## config.mk

```make
export PLATFORM = sky130hd
export DESIGN_NAME = sync_fifo
export DESIGN_NICKNAME = d
export VERILOG_FILES = /design/src/rtl/sync_fifo_mem.sv /design/src/rtl/sync_fifo.sv
export SDC_FILE = /design/constraint.sdc
export NUM_CORES = 1
export LEC_CHECK = 0
export ABC_CLOCK_PERIOD_IN_PS = 5500
export CAP_MARGIN = 20
export CORE_UTILIZATION = 55
export CTS_CLUSTER_DIAMETER = 120
export DETAILED_ROUTE_END_ITERATION = 12
export GPL_TIMING_DRIVEN = 0
export PLACE_DENSITY = 0.73
export SLEW_MARGIN = 25
export SYNTH_ARGS = -nofsm -noshare
export SYNTH_HDL_FRONTEND = slang
export SYNTH_SLANG_ARGS = --single-unit
```

## constraint.sdc

```tcl
create_clock -name clk -period 5.5 [get_ports clk]
set_input_delay 1.1 -clock clk [delete_from_list [all_inputs] [get_ports clk]]
set_output_delay 1.1 -clock clk [all_outputs]
set_load 0.05 [all_outputs]
```

## src/rtl/sync_fifo_mem.sv

```systemverilog
// DEPTH x WIDTH storage for sync_fifo: synchronous write port and a registered
// read port with read-enable. The array itself is never reset.
module sync_fifo_mem #(
  parameter int WIDTH = 32,
  parameter int DEPTH = 16,
  localparam int ADDR_WIDTH = $clog2(DEPTH)
) (
  input  logic                  clk,
  input  logic                  rst_n,
  input  logic                  wr_en,
  input  logic [ADDR_WIDTH-1:0] wr_addr,
  input  logic [WIDTH-1:0]      wr_data,
  input  logic                  rd_en,
  input  logic [ADDR_WIDTH-1:0] rd_addr,
  output logic [WIDTH-1:0]      rd_data
);

  logic [WIDTH-1:0] mem [DEPTH];

  always_ff @(posedge clk) begin
    if (wr_en) begin
      mem[wr_addr] <= wr_data;
    end
  end

  // Read stage: output register resets so rd_data is defined out of reset.
  always_ff @(posedge clk or negedge rst_n) begin
    if (!rst_n) begin
      rd_data <= '0;
    end else if (rd_en) begin
      rd_data <= mem[rd_addr];
    end
  end

endmodule

```

## src/rtl/sync_fifo.sv

```systemverilog
// Single-clock FIFO: pointers, occupancy count and flags around sync_fifo_mem.
// Flags come only from the registered count, never from wr_en/rd_en.
module sync_fifo #(
  parameter int WIDTH = 32,
  parameter int DEPTH = 16,
  localparam int ADDR_WIDTH = $clog2(DEPTH)
) (
  input  logic                  clk,
  input  logic                  rst_n,
  input  logic                  wr_en,
  input  logic [WIDTH-1:0]      wr_data,
  output logic                  full,
  input  logic                  rd_en,
  output logic [WIDTH-1:0]      rd_data,
  output logic                  empty,
  output logic [ADDR_WIDTH:0]   count
);

  localparam logic [ADDR_WIDTH:0] FULL_COUNT = (ADDR_WIDTH + 1)'(DEPTH);

  logic [ADDR_WIDTH-1:0] wr_ptr;
  logic [ADDR_WIDTH-1:0] rd_ptr;
  logic                  wr_fire;
  logic                  rd_fire;

  assign full    = (count == FULL_COUNT);
  assign empty   = (count == '0);
  assign wr_fire = wr_en && !full;
  assign rd_fire = rd_en && !empty;

  // Pointers wrap naturally at DEPTH since DEPTH is a power of two.
  always_ff @(posedge clk or negedge rst_n) begin
    if (!rst_n) begin
      wr_ptr <= '0;
      rd_ptr <= '0;
      count  <= '0;
    end else begin
      if (wr_fire) begin
        wr_ptr <= wr_ptr + ADDR_WIDTH'(1);
      end
      if (rd_fire) begin
        rd_ptr <= rd_ptr + ADDR_WIDTH'(1);
      end
      case ({wr_fire, rd_fire})
        2'b10:   count <= count + (ADDR_WIDTH + 1)'(1);
        2'b01:   count <= count - (ADDR_WIDTH + 1)'(1);
        default: count <= count;
      endcase
    end
  end

  sync_fifo_mem #(
    .WIDTH (WIDTH),
    .DEPTH (DEPTH)
  ) u_mem (
    .clk     (clk),
    .rst_n   (rst_n),
    .wr_en   (wr_fire),
    .wr_addr (wr_ptr),
    .wr_data (wr_data),
    .rd_en   (rd_fire),
    .rd_addr (rd_ptr),
    .rd_data (rd_data)
  );

endmodule

```

# Word level (Yosys, flattened, before mapping)
# Memories as Yosys holds them, arrays and structs flattened. A register that Yosys moved wholly into a read port is not among the register bits.
# Cells that the tools add are included.
[totals]
regBits = 13
ramBits = 512
inputBits = 36
wordCells = 21
mem_count = 1
[classes]
n_addsub = 4
eq_ne = 3
muxes = 3
reduce_logical = 7
[mem_list]
columns = ["name", "depth", "width", "rd", "rd_ports_with_merged_regs", "write_ports", "line", "rtl"]
rows = [
  ["u_mem.mem", 16, 32, 1, 1, 1, "sync_fifo_mem.sv:18", "logic [WIDTH-1:0] mem [DEPTH];"],
]
[op_table]
columns = ["op", "count"]
rows = [
  ["case mux 5 bit (2 select lines)", 1],
  ["adder 4 x 1 -> 4 bit, second input constant", 2],
  ["adder 5 x 1 -> 5 bit, second input constant", 1],
  ["== test 5 bit, second input constant", 1],
  ["logical NOT 5 bit", 1],
  ["subtractor 5 x 1 -> 5 bit, second input constant", 1],
  ["logical NOT 1 bit", 3],
  ["== test 2 x 1 -> 1 bit, second input constant", 1],
  ["== test 2 bit, second input constant", 1],
  ["logical AND 1 bit", 2],
  ["2-to-1 mux 1 bit", 2],
  ["nonzero test 2 bit", 1],
]

# Depth between registers and ports, before layout
# Gate-level depths: netlist (run 1).
[logic_depth]
word_depth = 5
mapped_depth = 13
ltp_nobuf = 12

# By module
# A second synthesis (run 1) with hierarchy kept.
[unflattened]
cells_unflattened = 947
hier_area_um2 = 21576.9
[modules_own_cells]
columns = ["mod", "n_inst", "cells_each", "area_each_um2"]
rows = [
  ["sync_fifo_mem", 1, 876, 20788.7],
  ["sync_fifo", 1, 71, 788.3],
]

# Worst setup path before layout (run 1)
# No wires, ideal clock.
[synth_path]
kind = "in2reg"
from = "input wr_en"
to = "memory u_mem.mem[3][0] (enable)"
t_arrival_ps = 3848
slack_ps = 1191
path_stages = 4
path_buffers = 1
cell_sequence = "and2_1 > clkbuf_1 > nand2_1 > nor3_1"
[synth_via]
elab_chain_len = 3
[synth_rtl]
columns = ["item", "line", "rtl"]
rows = [
  ["from (decl)", "sync_fifo.sv:10", "input logic wr_en,"],
  ["logical AND 1 bit", "sync_fifo.sv:28", "assign wr_fire = wr_en && !full;"],
  ["2-to-1 mux 1 bit", "sync_fifo_mem.sv:21", "if (wr_en) begin"],
  ["2-to-1 mux 1 bit (not written as such)", "sync_fifo_mem.sv:22", "mem[wr_addr] <= wr_data;"],
  ["to (decl)", "sync_fifo_mem.sv:18", ""],
]
# No other way between the ends.

# Worst setup path after layout (run 1)
[layout_path]
from = "input rd_en"
to = "register count[4]"
[layout_via]
elab_chain_len = 3
elab_cells_between_ends = 5
cone_classes = "2 x eq/ne; 1 x mux; 2 x reduce/logical"
[layout_rtl]
columns = ["item", "line", "rtl"]
rows = [
  ["from (decl)", "sync_fifo.sv:13", "input logic rd_en,"],
  ["logical AND 1 bit *", "sync_fifo.sv:29", "assign rd_fire = rd_en && !empty;"],
  ["via rd_fire", "sync_fifo.sv:24", "logic rd_fire;"],
  ["== test 2 x 1 -> 1 bit / == test 2 bit (equally long branches)", "sync_fifo.sv:44", "case ({wr_fire, rd_fire})"],
  ["case mux 5 bit (2 select lines) / nonzero test 2 bit (equally long branches)", "-", ""],
  ["to (signal assigned)", "sync_fifo.sv:45", "2'b10: count <= count + (ADDR_WIDTH + 1)'(1);"],
  ["to (signal assigned)", "sync_fifo.sv:46", "2'b01: count <= count - (ADDR_WIDTH + 1)'(1);"],
  ["to (signal assigned)", "sync_fifo.sv:47", "default: count <= count;"],
  ["to (decl)", "sync_fifo.sv:16", "output logic [ADDR_WIDTH:0] count"],
]
# Mark *: on every way through the listed nets, which the timed path passes. The rest lies on a longest branch.
# A chain may end at the register's enable or synchronous reset.

==> impl_metrics.tcl, run 1 <==
set metrics [dict create \
    post_synth_and_or_nand_nor_area_fraction_pct 0.964 \
    power.share.clock_pct 27.8 \
    status "finished clean" \
    holdBufCountCts 0 \
    nFillCells 2409 \
    p_switching_mw 4.12 \
    drive_gt1_share_pct 27.6 \
    finalHoldViolations 0 \
    switching_share_pct 30.9 \
    design_area_mm2 0.0250 \
    p_int_mw 9.23 \
    grt_max_degree 30 \
    final-setup-viol-count 0 \
    worst-path-stages 12 \
    syn-cell-area_mm2 0.0212 \
    place_inst 1568 \
    synthFlopType "edfxtp_1" \
    synth.distinct_cells 32 \
    wl_per_cell_um 27.1 \
    grt_first_pass_wirelength_um 67000 \
    syn_nets 992 \
    num_antenna_cells 0 \
    synthXorXnorAreaFrac_pct 0.414 \
    synth_common_cells "512 x edfxtp_1, 128 x mux4_2, 64 x o22ai_1" \
    synth_edf_count 512 \
    slowest_delay_ps 570 \
    cts_setup_buffers 0 \
    ys_seq_area_share_pct 78.0 \
    clock-sinks 557 \
    cp_num_buf_inv 4 \
    clock_latency_ps 590 \
    cp.required_ps 5960 \
    postSynthAreaPerCell_um2 22.4 \
    core_mm2 0.0378 \
    vias 10168 \
    start_util_pct 56.0 \
    netlist_instances 946 \
    max-vdd-ir-drop_mv 0.303 \
    ant_nets 0 \
    p_leak_nw 8.07 \
    cp_top_family "buffers and inverters" \
    grt_pass1_vias 10544 \
    sequentialPowerShare_pct 40.5 \
    overflow 0 \
    grtUsageTotal_pct 24.0 \
    crit_arrival_ps 4260 \
    hp-class "primary input to asynchronous set/reset pin" \
    cts_tree "yes" \
    period_share_pct 69.1 \
    synthTopCellsByArea "edfxtp_1 73%, mux4_2 14%, dfrtp_1 5.3%" \
    vias_per_cell 6.10 \
    yosysWarnings 0 \
    syn2layout_area_growth_pct 18.3 \
    max-cap-violations 0 \
    clk_pin_slew_ps 70 \
    crit_chain "clkdlybuf4s50_1 > o21a_1 > buf_6 > clkbuf_1 > ha_1 > inv_1 > fa_1 > nor2b_1 > o21ai_0 > nand3_1 > or3b_2 > xnor2_1" \
    startpoint_type "primary input" \
    skew_ps 15.2 \
    final_nets 1158 \
    cts_max_level 2 \
    crit_slowest_cell "clkbuf_1" \
    cts.repair.resized 0 \
    yosys.cell_count.top_type "edfxtp_1" \
    place_area_mm2 0.0232 \
    rsz0062_at_grt "false" \
    ys_ff_latch 557 \
    synth_top_cell_area_share_pct 72.7 \
    slew_headroom_pct 35.6 \
    maxSlewViolCount 0 \
    worstMarginPinSlew_ps 966 \
    power_density_mw_per_mm2 534 \
    antenna_found_initial 0 \
    drt_pass1_iterations 5 \
    numPortBuffers 74 \
    synthArstFlopShare_pct 8.08 \
    r2r_cells 11 \
    synth.area.mux_share_pct 15.4 \
    yosys.area.top_type "edfxtp_1" \
    p_comb_share_pct 31.8 \
    ios 75 \
    synth-compound-area-share_pct 2.86 \
    dr.first_iter.drc_count 840 \
    fin_crit_ps 3800 \
    final_cells 1667 \
    synth_adder_area_share_pct 0.627 \
    cts-root-buf "clkbuf_16" \
    die_x_um 198 \
    route.detailed.drc 0 \
    synth_top_family_by_area "multiplexers" \
    fp-row-count 71 \
    gp_congestion 0.748 \
    dieHeight_um 198 \
    fmax_mhz 263 \
    clock_path_buffers 3 \
    cp-end-kind "flip-flop" \
    path_max_fanout 10 \
    drt_wl_total_um 45200 \
    dieArea_mm2 0.0393 \
    postLayoutCoreUtil_pct 66.3 \
    worstSetupPathType "primary input to flip-flop" \
    cts_buffers 53 \
    hpwl_um 28800 \
]
## power groups by stage
stage | combinational, mW | sequential, mW | clock, mW
floorplan | 2.41 | 5.89 | 0
global placement | 4.00 | 5.50 | 0
detailed placement | 4.26 | 5.48 | 0
CTS | 4.29 | 5.41 | 3.75
global route | 4.49 | 5.44 | 3.92
finish | 4.24 | 5.40 | 3.71
## cell families (layout without fill, tap and decap cells)
family | after synthesis | count (layout)
flops | 557 | 557
simple gates | 40 | 40
mux | 162 | 162
buf+inv | 63 | 273
compound gates | 104 | 104
xor+xnor | 10 | 10
fa+ha+maj | 10 | 10
## registers in the layout (all words and copies together) (netlist names)
register,count
count,5
u_mem.rd_data,32
rd_ptr,4
u_mem.mem,512
wr_ptr,4
## through the flow
step | setup TNS [ps] | hold slack (ps) | total power, mW | worst slack, ps
detailed placement | 0 | 550 | 9.74 | 1130
finish | 0 | 411 | 13.4 | 1700
global route | 0 | 404 | 13.8 | 1640
floorplan | 0 | 587 | 8.30 | 1190
global placement | -216930 | 533 | 9.50 | -1840
CTS | 0 | 394 | 13.5 | 1740
## routing by layer
metal | GRT usage, % | share of wire (%) | vias to the layer above
li1 | - | - | 4307
met1 | 32.9 | 40 | 5376
met2 | 39.6 | 50 | 412
met3 | 4.99 | 7.0 | 73
met4 | 6.60 | 2.2 | 0
met5 | 0 | 0 | -
## cell usage in the layout, fill, tap and decap left out, drive strengths merged
cell type / instances
clkdlybuf4s50: 73
nor2: 13
clkbuf: 90
inv: 8
nand3: 1
buf: 71
nor4: 1
and2: 1
xnor2: 7
mux2i: 1
a21o: 1
or3b: 1
mux2: 33
fa: 1
a21oi: 34
dfrtp: 45
o21a: 1
clkinv: 24
nand2b: 3
o22ai: 64
xor2: 3
nand2: 11
mux4: 128
bufinv: 7
nand4: 2
edfxtp: 512
ha: 9
nor2b: 1
o21ai: 4
or2: 1
nor3: 4
or4: 1
## cell type report
| cell class | instances | area (um^2) | share of cell area [%] |
|---|---|---|---|
| flip-flops and latches | 557 | 16500 | 65.9 |
| plain buffers | 55 | 332 | 1.33 |
| repair buffers | 111 | 1330 | 5.32 |
| clock buffers | 68 | 1460 | 5.85 |
| well taps | 511 | 639 | 2.55 |
| inverters | 8 | 30.0 | 0.120 |
| multi-input cells | 326 | 4400 | 17.6 |
| clock inverters | 31 | 323 | 1.29 |
## final timing paths
kind | from | slack [ps] | to
setup / recovery | rd_en | 1700 | count[4]
hold / removal | rst_n | 410 | u_mem.rd_data[18]
setup reg to reg | count[1] | 1870 | count[4]
hold reg to reg | count[3] | 560 | count[3]
max in group asynchronous | rst_n | 4590 | u_mem.rd_data[25]
min in group clk | count[3] | 560 | count[3]
No activity file was read; power rests on OpenSTA's default activity.
==> run 2: changes to the inputs <==
ABC_CLOCK_PERIOD_IN_PS = 3600   (was 5500)
clock period = 3.6 ns   (was 5.5 ns; I/O delays follow)
==> run 2 against run 1 <==
Effect of this change: via count grew 0.76%; worst hold slack got worse by 380 ps; first-iteration DRC count increased by 20%; setup slack lost 1300 ps; cell count fell by 0.72%; global-route usage shrank 0.30 points; final area is 0.38% lower; register-to-register slack got worse by 1500 ps; flip-flop and latch count did not move; critical path type is now flip-flop to output port; critical endpoint is now empty; highest routed layer unchanged.
==> impl_metrics.tcl, run 2 (same netlist as run 1, synthesis figures left out) <==
set metrics [dict create \
    sequentialPowerShare_pct 40.6 \
    status "finished clean" \
    numPortBuffers 74 \
    skew_ps 13.6 \
    period_share_pct 88.7 \
    holdBufCountCts 0 \
    final_cell_mix "512 x edfxtp_1, 128 x mux4_2, 73 x clkdlybuf4s50_1, 64 x o22ai_1, 55 x clkbuf_16" \
    top_register "u_mem.mem" \
    setup_tns_ps 0 \
    power.share.clock_pct 27.6 \
    cts_buffers 54 \
    dr.first_iter.drc_count 1005 \
    crit_chain "or4_1 > nor2_1 > clkdlybuf4s50_1" \
    p_comb_share_pct 31.8 \
    final_nets 1146 \
    gp_congestion 0.728 \
    switching_share_pct 30.9 \
    finalHoldViolations 0 \
    power_density_mw_per_mm2 815 \
    worstMarginPinSlew_ps 960 \
    hp-class "primary input to asynchronous set/reset pin" \
    crit_slowest_cell "clkdlybuf4s50_1" \
    fmax_mhz 313 \
    clock_path_buffers 3 \
    clk_pin_slew_ps 60 \
    p_switching_mw 6.28 \
    core_mm2 0.0378 \
    slew_headroom_pct 36.0 \
    startpoint_type "flip-flop" \
    fp-row-count 71 \
    die_x_um 198 \
    path_max_fanout 5 \
    top_regs "u_mem.mem x512, u_mem.rd_data x32, count x5" \
    max-vdd-ir-drop_mv 0.476 \
    grt_max_degree 29 \
    cp_top_family "buffers and inverters" \
    crit_arrival_ps 2470 \
    clock-sinks 557 \
    dieHeight_um 198 \
    fin_crit_ps 3190 \
    final_common_cell "edfxtp_1" \
    postLayoutCoreUtil_pct 66.0 \
    cts_tree "yes" \
    p_int_mw 14.0 \
    maxSlewViolCount 0 \
    largest_reg_flops 512 \
    cp.required_ps 2880 \
    cts_setup_buffers 0 \
    final-setup-viol-count 0 \
    vias_per_cell 6.19 \
    cp-end-kind "output port" \
    slowest_delay_ps 800 \
    ant_nets 0 \
    grt_first_pass_wirelength_um 66200 \
    drt_wl_total_um 44400 \
    worstSetupPathType "flip-flop to output port" \
    overflow 0 \
    cts-root-buf "clkbuf_16" \
    grtUsageTotal_pct 23.7 \
    route.detailed.drc 0 \
    clock_latency_ps 580 \
    max-cap-violations 0 \
    start_util_pct 56.0 \
    p_leak_nw 7.99 \
    cp_num_buf_inv 1 \
    drt_pass1_iterations 6 \
    holdWs_ps 28.0 \
    grt_pass1_vias 10530 \
    ff2ff_setup_slack_ps 420 \
    vias 10245 \
    dieArea_mm2 0.0393 \
    hpwl_um 28100 \
    syn2layout_area_growth_pct 17.8 \
    final_cells 1655 \
    cts_max_level 2 \
    place_inst 1556 \
    drive_gt1_share_pct 27.1 \
    rsz0062_at_grt "false" \
    wl_per_cell_um 26.9 \
    cts.repair.resized 0 \
    ios 75 \
    antenna_found_initial 0 \
    num_antenna_cells 0 \
]
[run 2: cell types whose count changed in the layout (fill, tap and decap cells not counted), moves of 5 or more]
cell	previous run	this run
clkbuf_8	6	11
buf_6	15	23
clkbuf_1	30	37
buf_4	20	1
clkinv_1	15	5
[run 2: power by group through the flow]
stage	registers, mW	logic, mW	clock network [mW]
final	8.25	6.45	5.61
after global routing	8.31	6.86	5.91
after CTS	8.25	6.55	5.67
after detailed placement	8.38	6.50	0
after global placement	8.40	6.14	0
after floorplan	9.00	3.69	0
[run 2: area by class of cell]
cell class,instances,area [um^2]
well taps,511,639
fillers,2378,12800
clock buffers,82,1590
plain buffers,54,328
flip-flops and latches,557,16500
inverters,8,30.0
multi-input cells,326,4430
clock inverters,18,196
repair buffers,99,1220
[run 2: metrics by stage]
step	instance area [um^2]	worst slack, ps	power, mW
4_1_cts	24900	18.4	20.5
3_5_place_dp	23100	-344	14.9
6_report	24900	408	20.3
3_3_place_gp	22600	-1680	14.5
5_1_grt	24900	223	21.1
2_1_floorplan	21200	239	12.7
[run 2: layer usage]
metal / track usage [%] / routed length (um) / vias up
li1: - / - / 4287
met1: 33.7 / 18700 / 5489
met2: 38.7 / 22000 / 400
met3: 3.42 / 2750 / 69
met4: 6.89 / 967 / 0
met5: 0 / 0 / -
[run 2: final timing paths]
path                               start                end  depth (start not counted)
worst min register to register  count[4]           count[4]                          1
max in group asynchronous          rst_n  u_mem.rd_data[28]                          2
min in group clk                count[4]           count[4]                          1
worst max register to register  count[1]           count[4]                         10
worst max-delay path            count[1]              empty                          3
worst min-delay path               rst_n  u_mem.rd_data[21]                          1
==> run 3: changes to the inputs <==
SETUP_SLACK_MARGIN = 0.15   (was unset)
==> run 3 against run 2 <==
Effect of this change: core utilization did not move; sequential power barely moved; die area did not move; setup slack got worse by 2.5 ps; largest cell class unchanged; largest power group unchanged.
==> impl_metrics.tcl, run 3 (same netlist as run 1, synthesis figures left out) <==
set metrics [dict create \
    wl_per_cell_um 26.9 \
    cts-root-buf "clkbuf_16" \
    period_share_pct 88.7 \
    numPortBuffers 74 \
    clk_pin_slew_ps 60 \
    skew_ps 11.4 \
    cts_tree "yes" \
    worstReg2RegStart "count[1]" \
    worstMarginPinSlew_ps 955 \
    max-cap-violations 0 \
    final_cells 1655 \
    multiInputGateArea_mm2 0.00443 \
    drt_wl_total_um 44400 \
    place_area_mm2 0.0231 \
    vias 10214 \
    overflow 0 \
    top_register "u_mem.mem" \
    clock_latency_ps 580 \
    cts.repair.resized 0 \
    grt_pass1_vias 10529 \
    critPathLaunch "count[1]" \
    place_inst 1556 \
    fmax_mhz 313 \
    fin_crit_ps 3190 \
    route.detailed.drc 0 \
    drive_gt1_share_pct 27.1 \
    syn2layout_area_growth_pct 17.8 \
    cts_setup_buffers 0 \
    r2r_cells 10 \
    startpoint_type "flip-flop" \
    start_util_pct 56.0 \
    status "finished clean" \
    sequentialPowerShare_pct 40.6 \
    pre_cts_ws_ps -344 \
    ios 75 \
    grt_max_degree 29 \
    dieHeight_um 198 \
    power_density_mw_per_mm2 815 \
    die_x_um 198 \
    drt_pass1_iterations 5 \
    dieArea_mm2 0.0393 \
    hp-class "primary input to asynchronous set/reset pin" \
    cts_max_level 2 \
    grtUsageTotal_pct 23.7 \
    worstSetupPathType "flip-flop to output port" \
    vias_per_cell 6.17 \
    max-vdd-ir-drop_mv 0.477 \
    holdBufCountCts 0 \
    power.share.clock_pct 27.6 \
    hpwl_um 28100 \
    design_area_mm2 0.0249 \
    switching_share_pct 30.9 \
    p_comb_share_pct 31.8 \
    fin_ws_ps 405 \
    gp_congestion 0.728 \
    clock_path_buffers 3 \
    path_max_fanout 5 \
    r2r-end "count[4]" \
    antenna_found_initial 0 \
    core_mm2 0.0378 \
    cp.required_ps 2880 \
    p_switching_mw 6.29 \
    cp-end-kind "output port" \
    fp-row-count 71 \
    postLayoutCoreUtil_pct 66.0 \
    cts_buffers 54 \
    finalHoldViolations 0 \
    nFillCells 2378 \
    ff2ff_setup_slack_ps 410 \
    regArea_mm2 0.0165 \
    rsz0062_at_grt "false" \
    clock-sinks 557 \
    holdWs_ps 28.3 \
    largest_reg_flops 512 \
    p_int_mw 14.0 \
    p_leak_nw 7.99 \
    dr.first_iter.drc_count 975 \
    maxSlewViolCount 0 \
    crit_arrival_ps 2470 \
    slew_headroom_pct 36.3 \
    final_nets 1146 \
    final_cell_mix "512 x edfxtp_1, 128 x mux4_2, 73 x clkdlybuf4s50_1, 64 x o22ai_1, 55 x clkbuf_16" \
    ant_nets 0 \
    num_antenna_cells 0 \
    grt_first_pass_wirelength_um 66100 \
    final-setup-viol-count 0 \
    top_regs "u_mem.mem x512, u_mem.rd_data x32, count x5" \
    final_common_cell "edfxtp_1" \
]
run 3: cell counts in the layout (fill, tap and decap cells not counted):
Identical to the previous run, type by type.
run 3: worst max-delay path by stage:
stage | endpoint | slack (ps)
after detailed placement | count[4] | -340
final | empty | 410
after CTS | empty | 380
after floorplan | count[4] | 240
after global placement | u_mem.mem[15][12] | -1680
after global routing | count[4] | 220
run 3: final cells by class:
class	instances	area share [%]
sequential	557	66.2
tap	511	2.56
timing repair buffer	99	4.88
inverter	8	0.120
buffer	54	1.32
clock buffer	82	6.37
clock inverter	18	0.788
multi-input combinational	326	17.8
run 3: layer usage:
layer	GRT usage (%)	part of all wire (%)	up-vias
met4	7.12	2.2	0
met5	0	0	-
met2	38.5	49	406
li1	-	-	4285
met3	3.51	6.8	64
met1	33.7	42	5459
run 3: through the flow:
step / setup TNS [ps] / power (mW)
after floorplan: 0 / 12.7
after global placement: -749350 / 14.5
after detailed placement: -344 / 14.9
after CTS: 0 / 20.5
after global routing: 0 / 21.1
final: 0 / 20.3
run 3: critical path: stages, from the launching register on:
cell	delay (ps)
dfrtp_1	440
or4_1	560
nor2_1	100
clkdlybuf4s50_1	800
run 3: power by group through the flow:
stage / Sequential (mW) / Clock [mW] / Combinational [mW]
2_1_floorplan: 9.00 / 0 / 3.69
3_3_place_gp: 8.40 / 0 / 6.14
3_5_place_dp: 8.38 / 0 / 6.50
4_1_cts: 8.25 / 5.67 / 6.54
5_1_grt: 8.31 / 5.91 / 6.86
6_report: 8.25 / 5.61 / 6.45
